`config.mk`:
```
export PLATFORM = sky130hd
export DESIGN_NAME = denise_sprite_engine_flat
export DESIGN_NICKNAME = d
export VERILOG_FILES = /design/src/rtl/denise_sprite_if.sv /design/src/rtl/denise_sprite_engine.sv /design/src/flat_wrapper.sv
export SDC_FILE = /design/constraint.sdc
export NUM_CORES = 2
export LEC_CHECK = 0
export CAP_MARGIN = 40
export CELL_PAD_IN_SITES_DETAIL_PLACEMENT = 2
export CELL_PAD_IN_SITES_GLOBAL_PLACEMENT = 2
export CORE_MARGIN = 5
export CORE_UTILIZATION = 47
export CTS_CLUSTER_DIAMETER = 200
export DETAILED_ROUTE_END_ITERATION = 12
export PLACE_DENSITY = 0.82
export SYNTH_ARGS = -nofsm -noshare
export SYNTH_HDL_FRONTEND = slang
export SYNTH_SLANG_ARGS = --single-unit
```
`constraint.sdc`:
```
create_clock -name clk -period 17.68 [get_ports clk]
set_clock_uncertainty 0.05 [all_clocks]
set_input_delay 5.304 -clock clk [delete_from_list [all_inputs] [get_ports clk]]
set_output_delay 5.304 -clock clk [all_outputs]
set_load 0.05 [all_outputs]
```
`src/rtl/denise_sprite_if.sv`:
```
// Chip-bus / mixer side signals of the Denise sprite engine.
// SPR_COLLISION_EN adds the collision read strobe and sticky collision bits.
interface denise_sprite_if #(
  parameter int NSPR = 8
);
  logic            clk7_en;
  logic            shift_en;
  logic            aga;
  logic [8:1]      reg_address_in;
  logic [15:0]     data_in;
  logic [47:0]     chip48;
  logic [8:0]      hpos;
  logic            sprena;
  logic [3:0]      esprm;
  logic [3:0]      osprm;
  logic [NSPR-1:0] nsprite;
  logic [7:0]      sprdata;

`ifdef SPR_COLLISION_EN
  localparam int NPAIR = NSPR / 2;
  localparam int NCOLL = (NPAIR > 1) ? NPAIR * (NPAIR - 1) / 2 : 1;

  logic             coll_rd;
  logic [NCOLL-1:0] sprcoll;

  modport master (
    output clk7_en, shift_en, aga, reg_address_in, data_in, chip48,
    output hpos, sprena, esprm, osprm, coll_rd,
    input  nsprite, sprdata, sprcoll
  );
  modport slave (
    input  clk7_en, shift_en, aga, reg_address_in, data_in, chip48,
    input  hpos, sprena, esprm, osprm, coll_rd,
    output nsprite, sprdata, sprcoll
  );
`else
  modport master (
    output clk7_en, shift_en, aga, reg_address_in, data_in, chip48,
    output hpos, sprena, esprm, osprm,
    input  nsprite, sprdata
  );
  modport slave (
    input  clk7_en, shift_en, aga, reg_address_in, data_in, chip48,
    input  hpos, sprena, esprm, osprm,
    output nsprite, sprdata
  );
`endif
endinterface

```
`src/rtl/denise_sprite_engine.sv`:
```
// Denise sprite unit: NSPR per-channel arm/trigger/shift sequencers and a registered pair
// priority/attach colour mux. Optional feature macro: SPR_COLLISION_EN (sticky pair collisions).
module denise_sprite_engine #(
  parameter int         NSPR      = 8,
  parameter logic [8:0] BASE      = 9'h140,
  parameter logic [8:0] FMODE_ADR = 9'h1FC,
  parameter int         MAXW      = 64
) (
  input  logic           clk,
  input  logic           reset,
  denise_sprite_if.slave bus
);
  localparam int NPAIR = NSPR / 2;

  localparam logic [1:0] S_DISARMED = 2'd0;
  localparam logic [1:0] S_ARMED    = 2'd1;
  localparam logic [1:0] S_SHIFTING = 2'd2;

  function automatic logic [8:0] reg_adr(input int n, input int off);
    return BASE + 9'(8 * n + off);
  endfunction

  // FMODE width code saturated to the widest word this build supports.
  function automatic logic [6:0] sat_width(input logic [1:0] fm, input logic aga);
    logic [6:0] w;
    w = !aga ? 7'd16 : (fm == 2'b00) ? 7'd16 : (fm == 2'b11) ? 7'd64 : 7'd32;
    return (w > 7'(MAXW)) ? 7'(MAXW) : w;
  endfunction

  logic [1:0]       r_fmode;
  logic [1:0]       r_state  [NSPR];
  logic [8:0]       r_hstart [NSPR];
  logic [NSPR-1:0]  r_attach;
  logic [MAXW-1:0]  r_hold_a [NSPR];
  logic [MAXW-1:0]  r_hold_b [NSPR];
  logic [MAXW-1:0]  r_shf_a  [NSPR];
  logic [MAXW-1:0]  r_shf_b  [NSPR];
  logic [6:0]       r_cnt    [NSPR];
  logic [NSPR-1:0]  r_nsprite_p1;
  logic [7:0]       r_sprdata_p1;

  logic [8:0]       w_adr;
  logic             w_fmode_wr;
  logic [6:0]       w_width;
  logic [63:0]      w_bus_word;
  logic [MAXW-1:0]  w_word_p0;
  logic [NSPR-1:0]  w_pos_wr, w_ctl_wr, w_data_wr, w_datb_wr, w_trig;
  logic [1:0]       w_pair_p0 [NSPR];
  logic [NSPR-1:0]  w_opq_p0;
  logic [NPAIR-1:0] w_popq_p0;
  logic [7:0]       w_sprdata_p0;

  assign w_adr      = {bus.reg_address_in, 1'b0};
  assign w_fmode_wr = bus.clk7_en && bus.aga && (w_adr == FMODE_ADR);
  assign w_width    = sat_width(r_fmode, bus.aga);
  assign w_bus_word = {bus.data_in, bus.chip48};
  // Keep only the top W bits of the fetched word, MSB-aligned in the holding register.
  assign w_word_p0  = w_bus_word[63 -: MAXW] & ~({MAXW{1'b1}} >> w_width);

  // ---- stage p0: register decode, trigger compare, per-channel pixel pair ----
  always_comb begin
    for (int n = 0; n < NSPR; n++) begin
      w_pos_wr[n]  = bus.clk7_en && (w_adr == reg_adr(n, 0));
      w_ctl_wr[n]  = bus.clk7_en && (w_adr == reg_adr(n, 2));
      w_data_wr[n] = bus.clk7_en && (w_adr == reg_adr(n, 4));
      w_datb_wr[n] = bus.clk7_en && (w_adr == reg_adr(n, 6));
      w_trig[n]    = bus.clk7_en && (bus.hpos == r_hstart[n]) &&
                     ((r_state[n] == S_ARMED) || (r_state[n] == S_SHIFTING));
      w_pair_p0[n] = ((r_state[n] == S_SHIFTING) && (r_cnt[n] != 7'd0)) ?
                     {r_shf_b[n][MAXW-1], r_shf_a[n][MAXW-1]} : 2'b00;
      w_opq_p0[n]  = bus.sprena && (w_pair_p0[n] != 2'b00);
    end
    for (int k = 0; k < NPAIR; k++) begin
      w_popq_p0[k] = w_opq_p0[2*k] | w_opq_p0[2*k+1];
    end
  end

  always_comb begin
    w_sprdata_p0 = 8'h00;
    for (int k = NPAIR - 1; k >= 0; k--) begin
      if (w_popq_p0[k]) begin
        if (r_attach[2*k+1] || (!bus.aga && r_attach[2*k]))
          w_sprdata_p0 = {bus.osprm, w_pair_p0[2*k+1], w_pair_p0[2*k]};
        else if (w_opq_p0[2*k])
          w_sprdata_p0 = {bus.esprm, 2'(k), w_pair_p0[2*k]};
        else
          w_sprdata_p0 = {bus.osprm, 2'(k), w_pair_p0[2*k+1]};
      end
    end
  end

  always_ff @(posedge clk) begin
    if (reset) begin
      r_fmode  <= 2'b00;
      r_attach <= '0;
      for (int n = 0; n < NSPR; n++) begin
        r_state[n]  <= S_DISARMED;
        r_hstart[n] <= '0;
        r_hold_a[n] <= '0;
        r_hold_b[n] <= '0;
        r_shf_a[n]  <= '0;
        r_shf_b[n]  <= '0;
        r_cnt[n]    <= '0;
      end
    end else begin
      if (w_fmode_wr) r_fmode <= bus.data_in[3:2];
      for (int n = 0; n < NSPR; n++) begin
        if (w_pos_wr[n]) r_hstart[n][8:1] <= bus.data_in[7:0];
        if (w_ctl_wr[n]) begin
          r_hstart[n][0] <= bus.data_in[0];
          r_attach[n]    <= bus.data_in[7];
        end
        if (w_data_wr[n]) r_hold_a[n] <= w_word_p0;
        if (w_datb_wr[n]) r_hold_b[n] <= w_word_p0;

        if (w_ctl_wr[n]) begin
          r_state[n] <= S_DISARMED;
          r_cnt[n]   <= '0;
        end else if (w_trig[n]) begin
          r_shf_a[n] <= r_hold_a[n];
          r_shf_b[n] <= r_hold_b[n];
          r_cnt[n]   <= w_width;
          r_state[n] <= S_SHIFTING;
        end else if ((r_state[n] == S_SHIFTING) && bus.shift_en && (r_cnt[n] != 7'd0)) begin
          r_shf_a[n] <= {r_shf_a[n][MAXW-2:0], 1'b0};
          r_shf_b[n] <= {r_shf_b[n][MAXW-2:0], 1'b0};
          r_cnt[n]   <= r_cnt[n] - 7'd1;
          // Last pixel leaves the channel armed so the next line can re-trigger it.
          if (r_cnt[n] == 7'd1) r_state[n] <= S_ARMED;
        end else if (w_data_wr[n] && (r_state[n] == S_DISARMED)) begin
          r_state[n] <= S_ARMED;
        end
      end
    end
  end

  // ---- stage p1: registered colour index and opaque flags ----
  always_ff @(posedge clk) begin
    if (reset) begin
      r_sprdata_p1 <= 8'h00;
      r_nsprite_p1 <= '0;
    end else begin
      r_sprdata_p1 <= w_sprdata_p0;
      r_nsprite_p1 <= w_opq_p0;
    end
  end

  assign bus.sprdata = r_sprdata_p1;
  assign bus.nsprite = r_nsprite_p1;

`ifdef SPR_COLLISION_EN
  localparam int NCOLL = (NPAIR > 1) ? NPAIR * (NPAIR - 1) / 2 : 1;

  function automatic int coll_idx(input int i, input int j);
    return i * (2 * NPAIR - i - 1) / 2 + (j - i - 1);
  endfunction

  logic             r_coll_rd_p1;
  logic [NCOLL-1:0] r_coll;
  logic [NCOLL-1:0] w_coll_set;

  always_comb begin
    w_coll_set = '0;
    for (int i = 0; i < NPAIR; i++)
      for (int j = i + 1; j < NPAIR; j++)
        w_coll_set[coll_idx(i, j)] = w_popq_p0[i] & w_popq_p0[j];
  end

  // A clear lands one clock after the read strobe; a simultaneous set wins.
  always_ff @(posedge clk) begin
    if (reset) begin
      r_coll_rd_p1 <= 1'b0;
      r_coll       <= '0;
    end else begin
      r_coll_rd_p1 <= bus.coll_rd;
      r_coll       <= (r_coll & ~{NCOLL{r_coll_rd_p1}}) | w_coll_set;
    end
  end

  assign bus.sprcoll = r_coll;
`endif

endmodule

```
`src/flat_wrapper.sv`:
```
// flat-port wrapper written by rule: the top's interface ports become plain ports
module denise_sprite_engine_flat 
#(
  parameter int         NSPR      = 8,
  parameter logic [8:0] BASE      = 9'h140,
  parameter logic [8:0] FMODE_ADR = 9'h1FC,
  parameter int         MAXW      = 64
)
  (clk, reset, bus_clk7_en, bus_shift_en, bus_aga, bus_reg_address_in, bus_data_in, bus_chip48, bus_hpos, bus_sprena, bus_esprm, bus_osprm, bus_nsprite, bus_sprdata);
  denise_sprite_if #(.NSPR(NSPR)) bus_i ();
  input  logic clk;
  input  logic reset;
  input wire logic [$bits(bus_i.clk7_en)-1:0] bus_clk7_en;
  input wire logic [$bits(bus_i.shift_en)-1:0] bus_shift_en;
  input wire logic [$bits(bus_i.aga)-1:0] bus_aga;
  input wire logic [$bits(bus_i.reg_address_in)-1:0] bus_reg_address_in;
  input wire logic [$bits(bus_i.data_in)-1:0] bus_data_in;
  input wire logic [$bits(bus_i.chip48)-1:0] bus_chip48;
  input wire logic [$bits(bus_i.hpos)-1:0] bus_hpos;
  input wire logic [$bits(bus_i.sprena)-1:0] bus_sprena;
  input wire logic [$bits(bus_i.esprm)-1:0] bus_esprm;
  input wire logic [$bits(bus_i.osprm)-1:0] bus_osprm;
  output wire logic [$bits(bus_i.nsprite)-1:0] bus_nsprite;
  output wire logic [$bits(bus_i.sprdata)-1:0] bus_sprdata;
  assign bus_i.clk7_en = bus_clk7_en;
  assign bus_i.shift_en = bus_shift_en;
  assign bus_i.aga = bus_aga;
  assign bus_i.reg_address_in = bus_reg_address_in;
  assign bus_i.data_in = bus_data_in;
  assign bus_i.chip48 = bus_chip48;
  assign bus_i.hpos = bus_hpos;
  assign bus_i.sprena = bus_sprena;
  assign bus_i.esprm = bus_esprm;
  assign bus_i.osprm = bus_osprm;
  assign bus_nsprite = bus_i.nsprite;
  assign bus_sprdata = bus_i.sprdata;
  denise_sprite_engine #(.NSPR(NSPR), .BASE(BASE), .FMODE_ADR(FMODE_ADR), .MAXW(MAXW)) u_core (.clk(clk), .reset(reset), .bus(bus_i));
endmodule
```
---- Yosys cells after proc, flatten, opt, wreduce, memory -nomap -nowiden ----
Memories as Yosys holds them, arrays and structs flattened.
Index checks and enable logic that the tools add are counted.
cells by class
  bitwise gates (word level) .............. 126
  shift-type cells ........................ 1
  order comparisons ....................... 1
  reductions and logical operators ........ 132
  eq/ne operators ......................... 66
  muxes and demuxes ....................... 410
  add/subtract/negate cells ............... 8
operators with widths
  operator                                            count
  two-way mux 64 bit                                  48
  two-way mux 1 bit                                   274
  == test 8 bit, second input constant                33
  two-way mux 7 bit                                   28
  two-way mux 8 bit                                   20
  OR 1 bit                                            124
  logical AND 1 bit                                   94
  two-way mux 2 bit                                   40
  == test 9 bit                                       8
  bitwise AND 64 bit                                  1
  NOT 64 bit                                          1
  right shift 64 x 7 -> 64 bit, first input constant  1
  == test 7 x 1 -> 1 bit, second input constant       8
  nonzero test 7 bit                                  8
  subtractor 7 x 1 -> 7 bit, second input constant    8
  == test 2 bit, second input constant                9
  zero test 2 bit                                     9
  == test 2 x 1 -> 1 bit, second input constant       8
  nonzero test 2 bit                                  8
  logical OR 1 bit                                    12
  > comparator 7 bit, second input constant           1
  zero test 1 bit                                     1
storage, ports and cells
  memories kept ........................... 7
  flip-flop bits (word level) ............. 26
  RAM bits ................................ 2192
  output and inout bits ................... 16
  input port bits ......................... 95
  logic and storage cells ................. 762
memories
  memory           words  bits a word  read ports  clocked after Yosys merged registers in  wr ports  RTL line                    text
  u_core.r_hold_a  8      64           8           0                                        8         denise_sprite_engine.sv:34  logic [MAXW-1:0] r_hold_a [NSPR];
  u_core.r_hold_b  8      64           8           0                                        8         denise_sprite_engine.sv:35  logic [MAXW-1:0] r_hold_b [NSPR];
  u_core.r_shf_a   8      64           8           0                                        8         denise_sprite_engine.sv:36  logic [MAXW-1:0] r_shf_a [NSPR];
  u_core.r_shf_b   8      64           8           0                                        8         denise_sprite_engine.sv:37  logic [MAXW-1:0] r_shf_b [NSPR];
  u_core.r_hstart  8      9            8           0                                        8         denise_sprite_engine.sv:32  logic [8:0] r_hstart [NSPR];
  u_core.r_cnt     8      7            8           0                                        8         denise_sprite_engine.sv:38  logic [6:0] r_cnt [NSPR];
  1 more memories  --     --           --          --                                       --        --

---- Depth between registers and ports, before layout ----
An unclocked memory read counts as a cell.
  word-level depth ........................ 12
  gate-level depth with buffers ........... 10
  gate-level depth less buffers ........... 8

---- Least setup slack after synthesis ----
Ideal clock, no wire load.
  kind .................................... input to register
  from .................................... in bus_hpos[4]
  to ...................................... mem u_core.r_shf_a[5][36] (netlist: u_core.r_shf_a[1][100]), enable pin
  stages .................................. 6
  arrival time ............................ 15.111 ns
  data required time ...................... 16.838 ns
  setup slack ............................. 1.728 ns
  setup time .............................. 0.792 ns
  path buffers ............................ 1
  cell sequence ........................... buf_2 -> xnor2_1 -> nand4_1 -> nor3_2 -> a21oi_1 -> o21ai_0
RTL lines
  item         RTL line                    text
  from (decl)  flat_wrapper.sv:19          input wire logic [$bits(bus_i.hpos)-1:0] bus_hpos;
  to (decl)    denise_sprite_engine.sv:36

==> impl_results.rst <==
.. list-table::
   :header-rows: 1

   * - Metric
     - Value
   * - Global router's overall resource usage
     - 37.8%
   * - Path type of the worst min-delay path
     - flip-flop to flip-flop
   * - Run status
     - finished clean
   * - Clock period minus worst slack
     - 9710 ps
   * - Worst Setup Slack, final
     - 7970 ps
   * - Biggest area contributors in the synthesized netlist
     - sky130_fd_sc_hd__edfxtp_1 (77%), sky130_fd_sc_hd__a22o_1 (9.0%), sky130_fd_sc_hd__nor2_1 (4.5%)
   * - Fin Setup TNS
     - 0 ps
   * - Floorplan die width
     - 437 um
   * - Total number of vias
     - ~54000
   * - Count of state elements after synthesis
     - 2218
   * - First drt pass iteration count
     - 6
   * - Residual DRC
     - 0
   * - Most frequently used flop master after synthesis
     - sky130_fd_sc_hd__edfxtp_1
   * - CTS Sinks
     - roughly 2200
   * - Number of enable flip-flop cells after synthesis
     - 2192
   * - Vertical die dimension
     - 437 um
   * - Sequential cell area
     - 66300 um2
   * - CTS Buffer Depth
     - 3
   * - RSZ-0062 raised after global routing
     - false
   * - Area of the multi-input gates
     - around 17000 um2
   * - Transition time at the pin with the least slew margin
     - 1040 ps
   * - Remaining global-route overflow
     - 0
   * - P_int
     - approximately 8.7 mW
   * - Insertion delay to the later sink of the worst-skew pair
     - between 800 and 900 ps
   * - Wirelength per Cell
     - 45.3 um
   * - Die outline area
     - 191000 um2
   * - Clock group share of total power
     - 42.2%
   * - Synth cell count leaders
     - sky130_fd_sc_hd__edfxtp_1 (2192), sky130_fd_sc_hd__nor2_1 (1031), sky130_fd_sc_hd__a22o_1 (882)
   * - Area growth from synthesis to final layout
     - 13.9%
   * - Initial core utilization
     - 47.3%
   * - Simple-gate area share of the yosys netlist
     - 6.73%
   * - Peak VDD IR
     - 0.116 mV
   * - Top-count cell post-synth
     - sky130_fd_sc_hd__edfxtp_1
   * - CP Data Arrival Time
     - between 10000 and 15000 ps
   * - Syn_nets
     - 5553
   * - Worst slack at placement
     - 7240 ps
   * - Seq pwr share
     - 53.7%
   * - Worst-case hold slack
     - 477 ps
   * - Maximum fanout count along the critical path
     - 57
   * - Fraction of layout cells with a size suffix above 1
     - 9.69%
   * - Compound-cell area share of the yosys netlist
     - approximately a tenth
   * - Area share of the largest cell type after synthesis
     - 76.8%
   * - Number of cells upsized or downsized after cts
     - 0
   * - IO Pins
     - 111
   * - Lkg Pwr
     - 34.2 nW
   * - Pin count of the biggest net entering global routing
     - 83
   * - Share of synthesized flip-flops with an asynchronous set or reset
     - 0%
   * - Max-slew violation total from the final report
     - 0
   * - Crit. End Element
     - flip-flop
   * - Number of hold violations in the final report
     - 0
   * - Post-Route Utilization
     - between 50% and 60%
   * - Required time at the worst-slack endpoint
     - 18160 ps
   * - Multiplexer fraction of the synthesized cell area
     - 1.63%
   * - Combinational family with the most area after synthesis
     - compound AO/OA/AOI/OAI gates
   * - Adder and majority cell fraction of the synthesized area
     - 0.496%
   * - Port Buffer Count
     - between 100 and 150
   * - Psw
     - approximately 2.8 mW
   * - Syn avg cell area
     - 15.8 um2
   * - Via count of the first global-routing pass
     - 57435
   * - Antenna violations before repair
     - 12
   * - Global-route wire length before repair
     - 500 mm
   * - Cell type contributing the most total cell area after synthesis
     - sky130_fd_sc_hd__edfxtp_1
   * - Kind of launch point of the worst setup path
     - primary input
   * - DPL Wire Length
     - 228 mm
   * - Critical path type
     - primary input to flip-flop
   * - Drt initial violations
     - 6908
   * - Final setup violation count
     - 0
   * - Area of the core
     - 181000 um2
   * - Post-synth design cell area
     - 85700 um2
   * - Final clock period utilization by the worst path
     - 54.9%
   * - Number of standard cells after synthesis
     - 5424
   * - Drt via density
     - 6.73
   * - Setup fix buffers added after clock tree synthesis
     - 0
   * - Yosys warning count
     - 0
   * - Worst slew margin relative to its limit
     - 30.9%
   * - Number of inserted filler cells in the final layout
     - 15901
   * - Number of nets in the finished design
     - 5650
   * - Final WL
     - roughly 370 mm
   * - Total power per unit cell area
     - roughly 120 nW/um2
   * - TritonCTS clock tree
     - built
   * - Reg clk slew, reported paths
     - 80 ps
   * - Num CTS Buffers
     - roughly 220
   * - ANT nets after route
     - 0
   * - Cts-stage hold buffer count
     - 0
   * - Portion of the post-synthesis area used by sequential elements
     - between 70% and 80%
   * - Share of the synthesized netlist area taken by xor and xnor gates
     - 1.12%
   * - Fmax
     - 103 MHz
   * - Clk root buf
     - sky130_fd_sc_hd__clkbuf_16
   * - Count of standard-cell rows
     - roughly 160
   * - Part of the total power dissipated in combinational logic
     - 4.1%
   * - Switching fraction of total power
     - 24.4%
   * - Distinct cell type count after synthesis
     - 71
   * - Max Cap Viol
     - 0
   * - Placer's final routability congestion estimate
     - around 0.82
   * - CTS H-tree lvls
     - 4
cell families (layout without fill, tap and decap cells):
kind of cell / Yosys count / in the layout
multiplexers: 140 / 140
AND/OR/NAND/NOR: 1392 / 1392
flip-flops: 2218 / 2218
XOR/XNOR: 110 / 110
AO/OA/AOI/OAI: 1002 / 1002
other: 0 / 3
adder cells (fa/ha/maj): 34 / 34
buffers and inverters: 528 / 810
power by group through the flow:
stage | Sequential, mW | Clock [mW] | Combinational, mW
6_report | 6.21 | 4.88 | 0.474
5_1_grt | 6.21 | 5.13 | 0.484
4_1_cts | 6.21 | 4.89 | 0.463
3_5_place_dp | 6.30 | 0 | 0.446
3_3_place_gp | 6.21 | 0 | 0.355
2_1_floorplan | 6.22 | 0 | 0.225
layout by cell type, fill, tap and decap left out, drive strengths merged, types with 8 or more instances in the layout:
cell	netlist	final
a31oi	8	8
clkdlybuf4s50	0	109
nand2b	10	10
and2	19	19
edfxtp	2192	2192
buf	185	165
nand3	30	30
nor4	9	9
nor3	46	46
nor3b	11	11
nand4	19	19
mux2i	140	140
dfxtp	26	26
a21o	9	9
o21ai	15	15
nand2	168	168
a21oi	16	16
o22ai	25	25
xor2	30	30
a22o	882	882
clkbuf	218	278
clkinv	0	103
xnor2	80	80
inv	125	132
ha	34	34
bufinv	0	16
nor2	1031	1031
nor2b	13	13
stage by stage:
step / instance area (um2) / total power [mW] / std cells
final: 97600 / 11.6 / 8079
after global routing: 97600 / 11.8 / 8077
after CTS: 97400 / 11.6 / 8063
after detailed placement: 90400 / 6.74 / 7652
after global placement: 89100 / 6.56 / 7594
after floorplan: 85700 / 6.44 / 5424
path summary, 6_finish.rpt:
kind	depth (start not counted)	to	slack (ps)	start
hold reg to reg	1	u_core.r_shf_b[1][80]	480	u_core.r_hold_b[0][336]
setup reg to reg	11	u_core.r_shf_b[0][251]	12660	u_core.r_state[0][7]
hold / removal	1	u_core.r_shf_b[1][80]	480	u_core.r_hold_b[0][336]
setup / recovery	11	u_core.r_shf_b[0][251]	7970	bus_hpos[7]
worst max-delay path, cell delays in order:
cell	delay, ps
sky130_fd_sc_hd__clkdlybuf4s50_1	780
sky130_fd_sc_hd__xnor2_1	410
sky130_fd_sc_hd__nand4_1	200
sky130_fd_sc_hd__nor4_2	700
sky130_fd_sc_hd__nor2b_4	300
sky130_fd_sc_hd__buf_4	610
sky130_fd_sc_hd__inv_1	300
sky130_fd_sc_hd__nand3_4	220
sky130_fd_sc_hd__buf_16	310
sky130_fd_sc_hd__buf_4	470
sky130_fd_sc_hd__buf_16	350
final cells by class:
class                           instances  area share, %
Inverter                              125          0.481
Timing Repair Buffer                  274           3.47
Sequential cell                      2218           67.9
Clock buffer                          278           6.01
Antenna cell                            3        0.00769
Tap cell                             2370           3.04
Multi-Input combinational cell       2678           17.9
Clock inverter                        133           1.15
flip-flops by register name, indices dropped and copies added, names as in the netlist, 16 cells and up:
name,cells
u_core.r_hstart,72
u_core.r_cnt,56
u_core.r_hold_a,512
u_core.r_hold_b,512
u_core.r_shf_b,512
u_core.r_state,16
u_core.r_shf_a,512
layer usage:
metal	GRT usage (%)	vias up	wire length [um]	share of wire, %
li1	-	20781	-	-
met1	39.9	28896	118000	32
met2	67.9	3470	191000	52
met3	5.61	1247	20900	5.7
met4	29.0	8	35800	9.8
met5	0	-	61	0.017
Power figures use the tool's default switching activity.
